`src/rtl/rv32i_pkg.sv`:
```
// Shared RV32I fetch types: word size, buffer entry layout and fetch FSM states.
package rv32i_pkg;

    localparam int unsigned XLEN        = 32;
    localparam int unsigned INSTR_BYTES = 4;

    typedef struct packed {
        logic [XLEN-1:0] pc;
        logic [XLEN-1:0] instr;
    } fetch_entry_t;

    typedef enum logic [1:0] {
        RUN,
        FLUSH,
        FAULT
    } fetch_state_t;

    // Sequential fetch address; wraps naturally at the top of the address space.
    function automatic logic [XLEN-1:0] next_pc(input logic [XLEN-1:0] pc);
        return pc + XLEN'(INSTR_BYTES);
    endfunction

endpackage

```
`src/rtl/instr_fetch_if.sv`:
```
// Fetch unit bus: instruction memory port, redirect input and instruction output.
interface instr_fetch_if;
    import rv32i_pkg::*;

    logic            imem_req;
    logic [XLEN-1:0] imem_addr;
    logic            imem_ready;
    logic            imem_rvalid;
    logic [XLEN-1:0] imem_rdata;
    logic            redirect_valid;
    logic [XLEN-1:0] redirect_pc;
    logic            instr_valid;
    logic [XLEN-1:0] instr;
    logic [XLEN-1:0] instr_pc;
    logic            instr_ready;
    logic            fetch_fault;

    modport master (
        output imem_req, imem_addr, instr_valid, instr, instr_pc, fetch_fault,
        input  imem_ready, imem_rvalid, imem_rdata, redirect_valid, redirect_pc, instr_ready
    );

    modport slave (
        input  imem_req, imem_addr, instr_valid, instr, instr_pc, fetch_fault,
        output imem_ready, imem_rvalid, imem_rdata, redirect_valid, redirect_pc, instr_ready
    );

endinterface

```
`src/rtl/fetch_fifo.sv`:
```
// Instruction buffer: circular FIFO of fetch entries with synchronous clear.
module fetch_fifo
    import rv32i_pkg::*;
#(
    parameter int unsigned DEPTH = 2
) (
    input  logic         clk,
    input  logic         rst,
    input  logic         clr,
    input  logic         push,
    input  fetch_entry_t push_data,
    input  logic         pop,
    output fetch_entry_t head,
    output logic [3:0]   count,
    output logic         empty
);

    localparam int unsigned AW = (DEPTH > 1) ? $clog2(DEPTH) : 1;

    fetch_entry_t   mem_q [DEPTH];
    logic [AW-1:0]  rd_ptr_q, wr_ptr_q;
    logic [3:0]     count_q;
    logic           do_push, do_pop;

    function automatic logic [AW-1:0] ptr_inc(input logic [AW-1:0] p);
        return (p == AW'(DEPTH - 1)) ? '0 : p + AW'(1);
    endfunction

    assign do_pop  = pop && (count_q != 4'd0);
    // A full buffer still takes a push when the head leaves in the same cycle.
    assign do_push = push && !clr && ((count_q != 4'(DEPTH)) || do_pop);

    always_ff @(posedge clk or posedge rst) begin
        if (rst) begin
            rd_ptr_q <= '0;
            wr_ptr_q <= '0;
            count_q  <= '0;
        end else if (clr) begin
            rd_ptr_q <= '0;
            wr_ptr_q <= '0;
            count_q  <= '0;
        end else begin
            if (do_push) wr_ptr_q <= ptr_inc(wr_ptr_q);
            if (do_pop)  rd_ptr_q <= ptr_inc(rd_ptr_q);
            count_q <= count_q + 4'(do_push) - 4'(do_pop);
        end
    end

    always_ff @(posedge clk) begin
        if (do_push) mem_q[wr_ptr_q] <= push_data;
    end

    assign head  = mem_q[rd_ptr_q];
    assign count = count_q;
    assign empty = (count_q == 4'd0);

endmodule

```
`src/rtl/instr_fetch.sv`:
```
// Instruction fetch: PC sequencing, request credits and redirect flush.
// Optional FETCH_ALIGN_CHECK_EN traps misaligned redirect targets into a sticky fault.
module instr_fetch
    import rv32i_pkg::*;
#(
    parameter logic [XLEN-1:0] RESET_PC = 32'h0000_0000,
    parameter int unsigned     DEPTH    = 2
) (
    input logic            clk,
    input logic            rst,
    instr_fetch_if.master  bus
);

    fetch_state_t    state_q, state_d;
    logic [XLEN-1:0] fetch_pc_q, fetch_pc_d;
    logic [XLEN-1:0] resp_pc_q, resp_pc_d;
    logic [3:0]      inflight_q, inflight_d;
    logic [3:0]      discard_q, discard_d;

    logic            fifo_clr, fifo_push, fifo_pop, fifo_empty;
    logic [3:0]      fifo_count;
    fetch_entry_t    fifo_head, fifo_in;
    logic            transfer, credit_ok, misaligned;
    logic [XLEN-1:0] target_pc;

`ifdef FETCH_ALIGN_CHECK_EN
    assign target_pc  = bus.redirect_pc;
    assign misaligned = |bus.redirect_pc[1:0];
`else
    logic unused_redirect_lsb;
    assign unused_redirect_lsb = ^bus.redirect_pc[1:0];
    assign target_pc  = {bus.redirect_pc[XLEN-1:2], 2'b00};
    assign misaligned = 1'b0;
`endif

    // Every outstanding request owns a buffer slot, so responses never overflow.
    assign credit_ok = ({1'b0, inflight_q} + {1'b0, fifo_count}) < 5'(DEPTH);
    assign bus.imem_req  = !rst && (state_q == RUN) && !bus.redirect_valid && credit_ok;
    assign bus.imem_addr = fetch_pc_q;
    assign transfer      = bus.imem_req && bus.imem_ready;

    assign fifo_in  = '{pc: resp_pc_q, instr: bus.imem_rdata};
    assign fifo_pop = bus.instr_valid && bus.instr_ready;

    always_comb begin
        state_d    = state_q;
        fetch_pc_d = fetch_pc_q;
        resp_pc_d  = resp_pc_q;
        discard_d  = discard_q;
        inflight_d = inflight_q + 4'(transfer) - 4'(bus.imem_rvalid);
        fifo_clr   = 1'b0;
        fifo_push  = 1'b0;
        if (bus.redirect_valid) begin
            fifo_clr   = 1'b1;
            fetch_pc_d = target_pc;
            resp_pc_d  = target_pc;
            discard_d  = inflight_q - 4'(bus.imem_rvalid);
            if (misaligned || (state_q == FAULT)) begin
                state_d = FAULT;
            end else begin
                state_d = (discard_d != 4'd0) ? FLUSH : RUN;
            end
        end else begin
            unique case (state_q)
                RUN: begin
                    if (transfer) fetch_pc_d = next_pc(fetch_pc_q);
                    if (bus.imem_rvalid) begin
                        fifo_push = 1'b1;
                        resp_pc_d = next_pc(resp_pc_q);
                    end
                end
                FLUSH: begin
                    if (bus.imem_rvalid) begin
                        discard_d = discard_q - 4'd1;
                        if (discard_q == 4'd1) state_d = RUN;
                    end
                end
                FAULT: ;
                default: state_d = RUN;
            endcase
        end
    end

    always_ff @(posedge clk or posedge rst) begin
        if (rst) begin
            state_q    <= RUN;
            fetch_pc_q <= RESET_PC;
            resp_pc_q  <= RESET_PC;
            inflight_q <= '0;
            discard_q  <= '0;
        end else begin
            state_q    <= state_d;
            fetch_pc_q <= fetch_pc_d;
            resp_pc_q  <= resp_pc_d;
            inflight_q <= inflight_d;
            discard_q  <= discard_d;
        end
    end

    fetch_fifo #(
        .DEPTH (DEPTH)
    ) u_fifo (
        .clk       (clk),
        .rst       (rst),
        .clr       (fifo_clr),
        .push      (fifo_push),
        .push_data (fifo_in),
        .pop       (fifo_pop),
        .head      (fifo_head),
        .count     (fifo_count),
        .empty     (fifo_empty)
    );

    assign bus.instr_valid = !fifo_empty;
    assign bus.instr       = fifo_head.instr;
    assign bus.instr_pc    = fifo_head.pc;

`ifdef FETCH_ALIGN_CHECK_EN
    assign bus.fetch_fault = (state_q == FAULT);
`else
    assign bus.fetch_fault = 1'b0;
`endif

endmodule

```
`src/flat_wrapper.sv`:
```
// flat-port wrapper written by rule: the top's interface ports become plain ports
module instr_fetch_flat import rv32i_pkg::*;
#(
    parameter logic [XLEN-1:0] RESET_PC = 32'h0000_0000,
    parameter int unsigned     DEPTH    = 2
)
  (clk, rst, bus_imem_req, bus_imem_addr, bus_instr_valid, bus_instr, bus_instr_pc, bus_fetch_fault, bus_imem_ready, bus_imem_rvalid, bus_imem_rdata, bus_redirect_valid, bus_redirect_pc, bus_instr_ready);
  instr_fetch_if bus_i ();
  input logic clk;
  input logic rst;
  output wire logic [$bits(bus_i.imem_req)-1:0] bus_imem_req;
  output wire logic [$bits(bus_i.imem_addr)-1:0] bus_imem_addr;
  output wire logic [$bits(bus_i.instr_valid)-1:0] bus_instr_valid;
  output wire logic [$bits(bus_i.instr)-1:0] bus_instr;
  output wire logic [$bits(bus_i.instr_pc)-1:0] bus_instr_pc;
  output wire logic [$bits(bus_i.fetch_fault)-1:0] bus_fetch_fault;
  input wire logic [$bits(bus_i.imem_ready)-1:0] bus_imem_ready;
  input wire logic [$bits(bus_i.imem_rvalid)-1:0] bus_imem_rvalid;
  input wire logic [$bits(bus_i.imem_rdata)-1:0] bus_imem_rdata;
  input wire logic [$bits(bus_i.redirect_valid)-1:0] bus_redirect_valid;
  input wire logic [$bits(bus_i.redirect_pc)-1:0] bus_redirect_pc;
  input wire logic [$bits(bus_i.instr_ready)-1:0] bus_instr_ready;
  assign bus_imem_req = bus_i.imem_req;
  assign bus_imem_addr = bus_i.imem_addr;
  assign bus_instr_valid = bus_i.instr_valid;
  assign bus_instr = bus_i.instr;
  assign bus_instr_pc = bus_i.instr_pc;
  assign bus_fetch_fault = bus_i.fetch_fault;
  assign bus_i.imem_ready = bus_imem_ready;
  assign bus_i.imem_rvalid = bus_imem_rvalid;
  assign bus_i.imem_rdata = bus_imem_rdata;
  assign bus_i.redirect_valid = bus_redirect_valid;
  assign bus_i.redirect_pc = bus_redirect_pc;
  assign bus_i.instr_ready = bus_instr_ready;
  instr_fetch #(.RESET_PC(RESET_PC), .DEPTH(DEPTH)) u_core (.clk(clk), .rst(rst), .bus(bus_i));
endmodule
```
`config.mk`:
```
export PLATFORM = sky130hd
export DESIGN_NAME = instr_fetch_flat
export DESIGN_NICKNAME = d
export VERILOG_FILES = /design/src/rtl/rv32i_pkg.sv /design/src/rtl/instr_fetch_if.sv /design/src/rtl/fetch_fifo.sv /design/src/rtl/instr_fetch.sv /design/src/flat_wrapper.sv
export SDC_FILE = /design/constraint.sdc
export NUM_CORES = 1
export LEC_CHECK = 0
export CORE_ASPECT_RATIO = 0.5
export CORE_MARGIN = 2
export CORE_UTILIZATION = 47
export DETAILED_ROUTE_END_ITERATION = 16
export PLACE_DENSITY = 0.77
export SLEW_MARGIN = 20
export SYNTH_ARGS = -nofsm -noshare
export SYNTH_HDL_FRONTEND = slang
export SYNTH_SLANG_ARGS = --single-unit
```
`constraint.sdc`:
```
create_clock -name clk -period 7.9 [get_ports clk]
set_input_delay 1.58 -clock clk [delete_from_list [all_inputs] [get_ports clk]]
set_output_delay 1.58 -clock clk [all_outputs]
set_load 0.02 [all_outputs]
```
; ---- Word level (Yosys, flattened, before mapping)
; Memory sizes are Yosys's and may differ from the RTL's.
; Cells that the tools add are included.
[op_classes]
n_addsub = 11
mul = 0
n_div = 0
magnitude_cmp = 1
n_eq_ne = 7
shifts = 0
muxes = 28
n_bitwise = 0
n_reduce_logical = 28
[op_table]
columns = cell, n
row1 = 32-bit two-way mux, 6
row2 = 32-bit by 3-bit adder with 32-bit output (second input constant), 2
row3 = 4-bit two-way mux, 4
row4 = 1-bit two-way mux, 13
row5 = 2-bit nonzero test, 6
row6 = 4-bit by 1-bit subtractor with 4-bit output, 3
row7 = 4-bit by 1-bit adder with 4-bit output, 2
row8 = 1-bit logical AND, 8
row9 = 2-bit two-way mux, 4
row10 = 4-bit nonzero test, 2
row11 = 2-bit AND reduction, 3
row12 = 4-bit by 4-bit adder with 5-bit output, 1
row13 = 5-bit by 2-bit less-than comparator with 1-bit output (second input constant), 1
row14 = 4-bit by 1-bit equality test with 1-bit output (second input constant), 1
row15 = 1-bit logical NOT, 4
row16 = 4-bit logical NOT, 1
row17 = 4-bit by 2-bit != test with 1-bit output (second input constant), 1
row18 = 2-bit case mux with 2 select lines, 1
row19 = 4-bit by 1-bit subtractor with 4-bit output (second input constant), 1
row20 = 3-bit by 2-bit != test with 1-bit output (second input constant), 1
row21 = 3-bit != test (second input constant), 1
row22 = 3-bit AND reduction, 1
row23 = 1-bit adder (second input constant), 2
row24 = 2-bit by 1-bit equality test with 1-bit output (second input constant), 1
row25 = 5 further kinds, 5
[totals]
ff_bits = 80
latch_bits = 0
ram_bits = 128
mem_bits_ro = 0
in_bits = 70
memories = 1
[mem_list]
columns = name, depth, width, read_ports, rd_ports_with_merged_regs, wr, line_no
row1 = u_core.u_fifo.mem_q, 2, 64, 1, 0, 1, fetch_fifo.sv:20  ; fetch_entry_t mem_q [DEPTH];

; ---- Longest topological paths before layout
; Gate-level depths: netlist of the first run.
[depth]
word_depth = 9
mapped_depth = 12

; ---- By module
; A second synthesis of the first run with hierarchy kept.
[hier_totals]
cells_unflattened = 706
hier_area_um2 = 9330.2
[modules_own_cells]
columns = mod, instances, cells_each, area_each_um2, seq_area_each_um2
row1 = fetch_fifo, 1, 241, 5019.8, 3993.8
row2 = instr_fetch, 1, 465, 4310.4, 1751.7

; ---- Least setup slack after synthesis of the first run
; Ideal clock, no wire load.
[synth_timing]
path_type = in2reg
startpoint = in bus_imem_rvalid
endpoint = mem u_core.u_fifo.mem_q[0][0] (netlist bit), enable pin
arrival_ns = 5.144
required_ns = 7.417
setup_slack_ns = 2.274
path_stages = 3
n_path_buf = 0
cell_sequence = nor3b_1 > o311ai_0 > nor2_1
[synth_via]
elab_chain_len = 7
[synth_lines]
columns = item, line_no
row1 = from (decl), flat_wrapper.sv:18  ; input wire logic [$bits(bus_i.imem_rvalid)-1:0] bus_imem_rvalid;
row2 = 1-bit two-way mux, instr_fetch.sv:67  ; if (bus.imem_rvalid) begin
row3 = 1-bit two-way mux, instr_fetch.sv:64  ; unique case (state_q)
row4 = 1-bit two-way mux, instr_fetch.sv:53  ; if (bus.redirect_valid) begin
row5 = 1-bit logical AND (2 in a row), fetch_fifo.sv:31  ; assign do_push = push && !clr && ((count_q != 4'(DEPTH)) || do_pop);
row6 = 1-bit two-way mux, fetch_fifo.sv:50  ; if (do_push) mem_q[wr_ptr_q] <= push_data;
row7 = 1-bit two-way mux (not written as such), fetch_fifo.sv:50
row8 = to (decl), fetch_fifo.sv:20
; No other way between the ends.

; ---- Worst setup path in the final report of the first run
[layout_timing]
startpoint = in bus_redirect_valid
endpoint = out bus_imem_req
[layout_via]
elab_chain_len = 3
[layout_lines]
columns = item, line_no
row1 = from (decl), flat_wrapper.sv:20  ; input wire logic [$bits(bus_i.redirect_valid)-1:0] bus_redirect_valid;
row2 = 1-bit logical NOT, instr_fetch.sv:38  ; assign bus.imem_req = !rst && (state_q == RUN) && !bus.redirect_valid && credit_ok;
row3 = 1-bit logical AND (2 in a row), instr_fetch.sv:38
row4 = to (decl), flat_wrapper.sv:11  ; output wire logic [$bits(bus_i.imem_req)-1:0] bus_imem_req;
; No other way between the ends.

==> results_dict.tcl, run 1 <==
set metrics [dict create \
    synth_top_cell_area_share_pct 41.3 \
    worst-setup-path-type "in -> out" \
    post_cts_resized 0 \
    post_dp_area_um2 10900 \
    maximum_number_of_pins_on_one_net_before_global_route_repair 77 \
    dpl.hpwl_um 14200 \
    route.detailed.drc 0 \
    numPortBuffers 161 \
    worst_ep_arrival_time_ps 3370 \
    final-setup-viol-count 0 \
    clk_latency_ps 430 \
    met2RoutedLength_um 10300 \
    cts_made_buffers 17 \
    cap_violations 0 \
    n_fill_cell 1429 \
    clock-skew-final_ps 14.8 \
    cts.repair_timing.setup_buffer_count 0 \
    worst_hold_path_type "reg -> reg" \
    clock_tree_from_tritoncts "built" \
    grt_setup_unrepaired "no" \
    reg2reg_depth 8 \
    synthesized_flop_and_latch_total 200 \
    cp-end-kind "output pin" \
    power_density_nw_per_um2 270 \
    worstSetupStartpoint "bus_redirect_valid" \
    htree_levels 4 \
    root_buffer "clkbuf_16" \
    post-layout-total-power_mw 3.11 \
    critical_path_peak_fanout 56 \
    timing_max_transition_violations_final 0 \
    setup_tns_final_ps 0 \
    clock_tree.buffer_depth 2 \
    detail-route-antenna-nets 0 \
    stdcell_count 1112 \
    syn-cell-area_um2 9020 \
    layout-drive-gt1-share_pct 15.0 \
    path_clk_slew_ps 90 \
    post_drt_via_cell_ratio 5.46 \
    final.setup.worst_slack_ps 2950 \
    first_pass_iters 5 \
    route.detailed.wl_per_inst_um 18.8 \
    final_nets 930 \
    run_status "finished, final reports clean" \
    ioPinCount 169 \
    cell_with_the_most_instances_after_synthesis "edfxtp_1" \
    crit_share_post_route_pct 62.6 \
    hold_start "u_core.resp_pc_q[27]$_DFFE_PP0P_" \
    synth-async-reset-ratio_pct 38.0 \
    worst_max_slew_pin_slew_ps 1030 \
    timing_hold_violations_final 0 \
    vias 6073 \
    cts_hold_buffers 0 \
    routabilityCongestion 0.895 \
    syn_to_final_growth_pct 27.5 \
    worst_setup_path_start_kind "input pin" \
    via_count_of_the_first_global_routing_pass 6170 \
    place_inst 1080 \
    rows 35 \
    hold_depth 0 \
    initialDrtViolationCount 498 \
    wire_length_of_the_first_global_routing_pass_um 32600 \
    netlist_top_cells_count "124 x edfxtp_1, 76 x dfrtp_1, 76 x mux2_2, 46 x nand2_1, 36 x o21ai_0" \
    die_area_um2 20400 \
    syn-mean-instance-area_um2 13.3 \
    post-synth-top-area-cell "edfxtp_1" \
    insertedDiodeCount 0 \
    yosys_most_used_dff "edfxtp_1" \
    number_of_synthesized_flops_with_an_enable_pin 124 \
    drt-met1-wl_um 9200 \
    total_leakage_power_nw 4.18 \
    critical_path.reg2reg.startpoint "u_core.u_fifo.count[1]$_DFF_PP0_" \
    ir_worst_vdd_mv 0.164 \
    drt-total-wl_um 20900 \
    grt_remaining_overflow 0 \
    post-route-cell-area_um2 11500 \
    synth_cell_types 52 \
    initial_core_util_pct 48.4 \
    core_um2 18600 \
    die_width_um 200 \
    syn-instance-count 680 \
    post_synth_main_area_contributors "edfxtp_1 41%, dfrtp_1 21%, mux2_2 9.5%" \
    cts.sinks 200 \
    period_minus_slack_ps 4950 \
    worst_ep_required_time_ps 6320 \
    yosysSeqAreaShare_pct 62.4 \
    maxSlewHeadroom_pct 31.4 \
    synth_warnings 0 \
    route.top_layer_used "met4" \
    initial_antenna_violation_count 0 \
    wl_met3_um 1130 \
    floorplan.die.height_um 102 \
    max_freq_mhz 202 \
    detailedPlace.worstSlack_ps 2950 \
    grt_use_total_pct 21.1 \
]
-- worst max-delay path, cell delays in order --
cell             delay (ps)
buf_2                    90
buf_4                   290
nor4_2                  400
o211ai_1                180
nor2_1                  180
clkdlybuf4s50_1         640
-- power breakdown --
group / internal [mW] / switching (mW) / total (mW)
Sequential: 1.21 / 0.0905 / 1.30
Clock: 0.429 / 0.435 / 0.864
Combinational: 0.460 / 0.487 / 0.948
-- placed cells by master, fill, tap and decap left out, types with 5 or more instances in the layout --
cell type        instances
clkdlybuf4s50_1        160
edfxtp_1               124
mux2_2                  76
dfrtp_1                 75
nand2_1                 46
o21ai_0                 36
nand3_1                 31
xor2_1                  23
inv_1                   23
xnor2_1                 23
nand4_1                 18
nor2_1                  17
ha_1                    17
clkbuf_16               17
and3_1                  16
nor3_1                  12
a21oi_1                 10
buf_4                    9
nor4_1                   8
or3_1                    8
o211ai_1                 8
inv_8                    6
and2_1                   5
and4_1                   5
a31oi_1                  5
o311ai_0                 5
a211o_1                  5
or4_1                    5
conb_1                   5
-- stage by stage --
step,hold WS (ps),util [%]
4_1_cts,519,61.8
2_1_floorplan,451,-
3_5_place_dp,508,58.6
5_1_grt,539,61.8
3_3_place_gp,487,58.6
6_report,519,61.8
-- sequential cells by signal, indices dropped and copies added (netlist names) --
| register | cells |
|---|---|
| u_core.bus.imem_addr | 30 |
| u_core.discard_q | 4 |
| u_core.inflight_q | 4 |
| u_core.resp_pc_q | 30 |
| u_core.state_q | 2 |
| u_core.u_fifo.count | 4 |
| u_core.u_fifo.mem_q | 124 |
| u_core.u_fifo.rd_ptr_q | 1 |
| u_core.u_fifo.wr_ptr_q | 1 |
-- logic make-up (layout without fill, tap and decap cells) --
group                    count (synthesis)  in the layout  synth area share (%)
AO/OA/AOI/OAI                           83             83                  5.81
AND/OR/NAND/NOR                        196            196                  12.0
buffers and inverters                   57            226                  2.61
multiplexers                            77             77                  9.60
other                                    1              5                0.0416
XOR/XNOR                                46             46                  4.47
adder cells (fa/ha/maj)                 20             20                  3.03
flip-flops                             200            200                  62.4
-- layout make-up --
type	count	area, um^2	share of cell area [%]
Multi-Input combinational cell	427	3190	27.7
Clock inverter	15	168	1.46
Sequential cell	200	5630	49.0
Inverter	24	90.1	0.784
Timing Repair Buffer	170	1670	14.6
Tap cell	259	324	2.82
Clock buffer	17	425	3.70
-- worst paths after layout --
kind,end,slack [ps]
worst max-delay path,bus_imem_req,2950
worst max register to register,u_core.inflight_q[1]$_DFF_PP0_,4430
worst min-delay path,u_core.u_fifo.mem_q[1][59]$_DFFE_PP_,520
worst min register to register,u_core.u_fifo.mem_q[1][59]$_DFFE_PP_,520
min in group asynchronous,u_core.inflight_q[0]$_DFF_PP0_,1850
max in group asynchronous,u_core.u_fifo.rd_ptr_q$_DFFE_PP0P_,5330
-- per-layer routing --
metal  vias to the layer above  track usage [%]
met5                         -                0
met4                         0             5.98
met3                        20             3.96
met2                       189             35.5
met1                      3022             28.4
li1                       2842                -
Power figures use the tool's default switching activity.
==> run 2, diff against run 1 <==
Settings changed: PLACE_DENSITY 0.77 to 0.8.
Clock period 7.9 ns to 4.4 ns, I/O delays scaled along.
==> run 2 against run 1 <==
- clock skew decreased by 4.2 ps
- critical path depth unchanged
- die area unchanged
- hold slack improved by 1.9 ps
- sequential power increased by 80%
- utilization increased by 0.30 points
- register-to-register slack got worse by 3200 ps
- via count increased by 2.7%
- largest cell class unchanged
==> results_dict.tcl, run 2 (same netlist as run 1, synthesis figures left out) <==
set metrics [dict create \
    root_buffer "clkbuf_16" \
    most-common-layout-cells "160 x clkdlybuf4s50_1, 124 x edfxtp_1, 76 x mux2_2" \
    route.detailed.drc 0 \
    final.setup.worst_slack_ps 679 \
    post-route-cell-area_um2 11500 \
    core_um2 18600 \
    htree_levels 4 \
    die_width_um 200 \
    ioPinCount 169 \
    most_common_cell_after_layout_fill_and_taps_aside "clkdlybuf4s50_1" \
    clkPwrFrac_pct 27.8 \
    clk_latency_ps 420 \
    total_leakage_power_nw 4.20 \
    floorplan.die.height_um 102 \
    grt_use_total_pct 21.2 \
    worst_ep_required_time_ps 3520 \
    vias 6236 \
    syn_to_final_growth_pct 28.1 \
    die_area_um2 20400 \
    power_report.internal_total_mw 3.83 \
    final-setup-viol-count 0 \
    worst-setup-path-type "reg -> out" \
    via_count_of_the_first_global_routing_pass 6194 \
    cap_violations 0 \
    initial_core_util_pct 48.4 \
    drt-total-wl_um 21100 \
    critical_path_peak_fanout 5 \
    multi_input_comb_area_um2 3190 \
    routabilityCongestion 0.893 \
    power_frac_comb_pct 30.5 \
    wire_length_of_the_first_global_routing_pass_um 33000 \
    path_clk_slew_ps 80 \
    stdcell_count 1116 \
    timing_max_transition_violations_final 0 \
    ir_worst_vdd_mv 0.262 \
    seq_power_share_pct 41.7 \
    clock-skew-final_ps 10.6 \
    maximum_number_of_pins_on_one_net_before_global_route_repair 63 \
    power_density_nw_per_um2 486 \
    post-layout-total-power_mw 5.61 \
    run_status "finished, final reports clean" \
    numPortBuffers 161 \
    post_dp_area_um2 11000 \
    max_freq_mhz 269 \
    place_inst 1084 \
    layout-drive-gt1-share_pct 15.3 \
    maxSlewHeadroom_pct 46.7 \
    clock_tree.buffer_depth 2 \
    worst_hold_path_type "reg -> reg" \
    cts.repair_timing.setup_buffer_count 0 \
    cts.sinks 200 \
    met2RoutedLength_um 10200 \
    largest_register_ffs 124 \
    rows 35 \
    cts_hold_buffers 0 \
    seqCellArea_um2 5630 \
    wl_met3_um 1470 \
    post_cts_resized 0 \
    largest-register "u_core.u_fifo.mem_q" \
    detailedPlace.worstSlack_ps 754 \
    swShare_pct 31.8 \
    insertedDiodeCount 0 \
    initial_antenna_violation_count 0 \
    crit_share_post_route_pct 84.6 \
    finish.utilization_pct 62.1 \
    grt_setup_unrepaired "no" \
    clock_tree_from_tritoncts "built" \
    detail-route-antenna-nets 0 \
    grt_remaining_overflow 0 \
    drt-met1-wl_um 8920 \
    cts_made_buffers 17 \
    worst_ep_arrival_time_ps 2840 \
    period_minus_slack_ps 3720 \
    cp-end-kind "output pin" \
    worst_setup_path_start_kind "flop" \
    timing_hold_violations_final 0 \
    route.top_layer_used "met4" \
    initialDrtViolationCount 464 \
    n_fill_cell 1435 \
    switching_power_mw 1.78 \
    post_drt_via_cell_ratio 5.59 \
    final_nets 934 \
    worst_max_slew_pin_slew_ps 792 \
    first_pass_iters 6 \
    route.detailed.wl_per_inst_um 18.9 \
    dpl.hpwl_um 14600 \
]
==> run 2: cell types whose count changed in the layout (fill, tap and decap cells not counted), sizes merged <==
cell / before / now
inv: 32 / 30
clkinvlp: 1 / 2
clkinv: 6 / 3
clkbuf: 17 / 21
buf: 10 / 14
==> run 2: cell type report <==
type	count	area share, %
clock inverters	11	0.877
flip-flops and latches	200	48.7
repair buffers	174	15.0
clock buffers	21	4.27
multi-input cells	427	27.6
well taps	259	2.81
inverters	24	0.780
==> run 2: final timing paths <==
check	from	endpoint	slack [ps]	depth (start not counted)
setup / recovery	u_core.inflight_q[1]$_DFF_PP0_	bus_imem_req	680	6
hold / removal	u_core.resp_pc_q[31]$_DFFE_PP0P_	u_core.u_fifo.mem_q[1][63]$_DFFE_PP_	520	0
setup reg to reg	u_core.inflight_q[1]$_DFF_PP0_	u_core.inflight_q[1]$_DFF_PP0_	1190	9
hold reg to reg	u_core.resp_pc_q[31]$_DFFE_PP0P_	u_core.u_fifo.mem_q[1][63]$_DFFE_PP_	520	0
max in group asynchronous	rst	u_core.resp_pc_q[19]$_DFFE_PP0P_	2640	3
min in group asynchronous	rst	u_core.inflight_q[1]$_DFF_PP0_	960	2
==> run 2: critical path, stage by stage, from the launching register on <==
cell,delay (ps)
dfrtp_1,400
inv_1,150
fa_1,520
nor4b_2,330
o211ai_1,200
nor2_1,180
clkdlybuf4s50_1,630
==> run 2: power by group through the flow <==
stage	clock network, mW	logic [mW]	registers (mW)
after floorplan	0	1.06	2.34
after global placement	0	1.67	2.36
after detailed placement	0	1.72	2.38
after CTS	1.59	1.73	2.34
after global routing	1.66	1.85	2.37
final	1.56	1.71	2.34
==> run 2: routing by layer <==
layer | up-vias | global-route usage (%)
li1 | 2850 | -
met1 | 3098 | 27.6
met2 | 246 | 35.6
met3 | 42 | 5.02
met4 | 0 | 7.12
met5 | - | 0
==> run 2: stage by stage <==
stage | setup TNS [ps] | hold slack [ps]
4_1_cts | 0 | 528
3_3_place_gp | 0 | 489
3_5_place_dp | 0 | 505
6_report | 0 | 521
5_1_grt | 0 | 554
2_1_floorplan | -65270 | 451
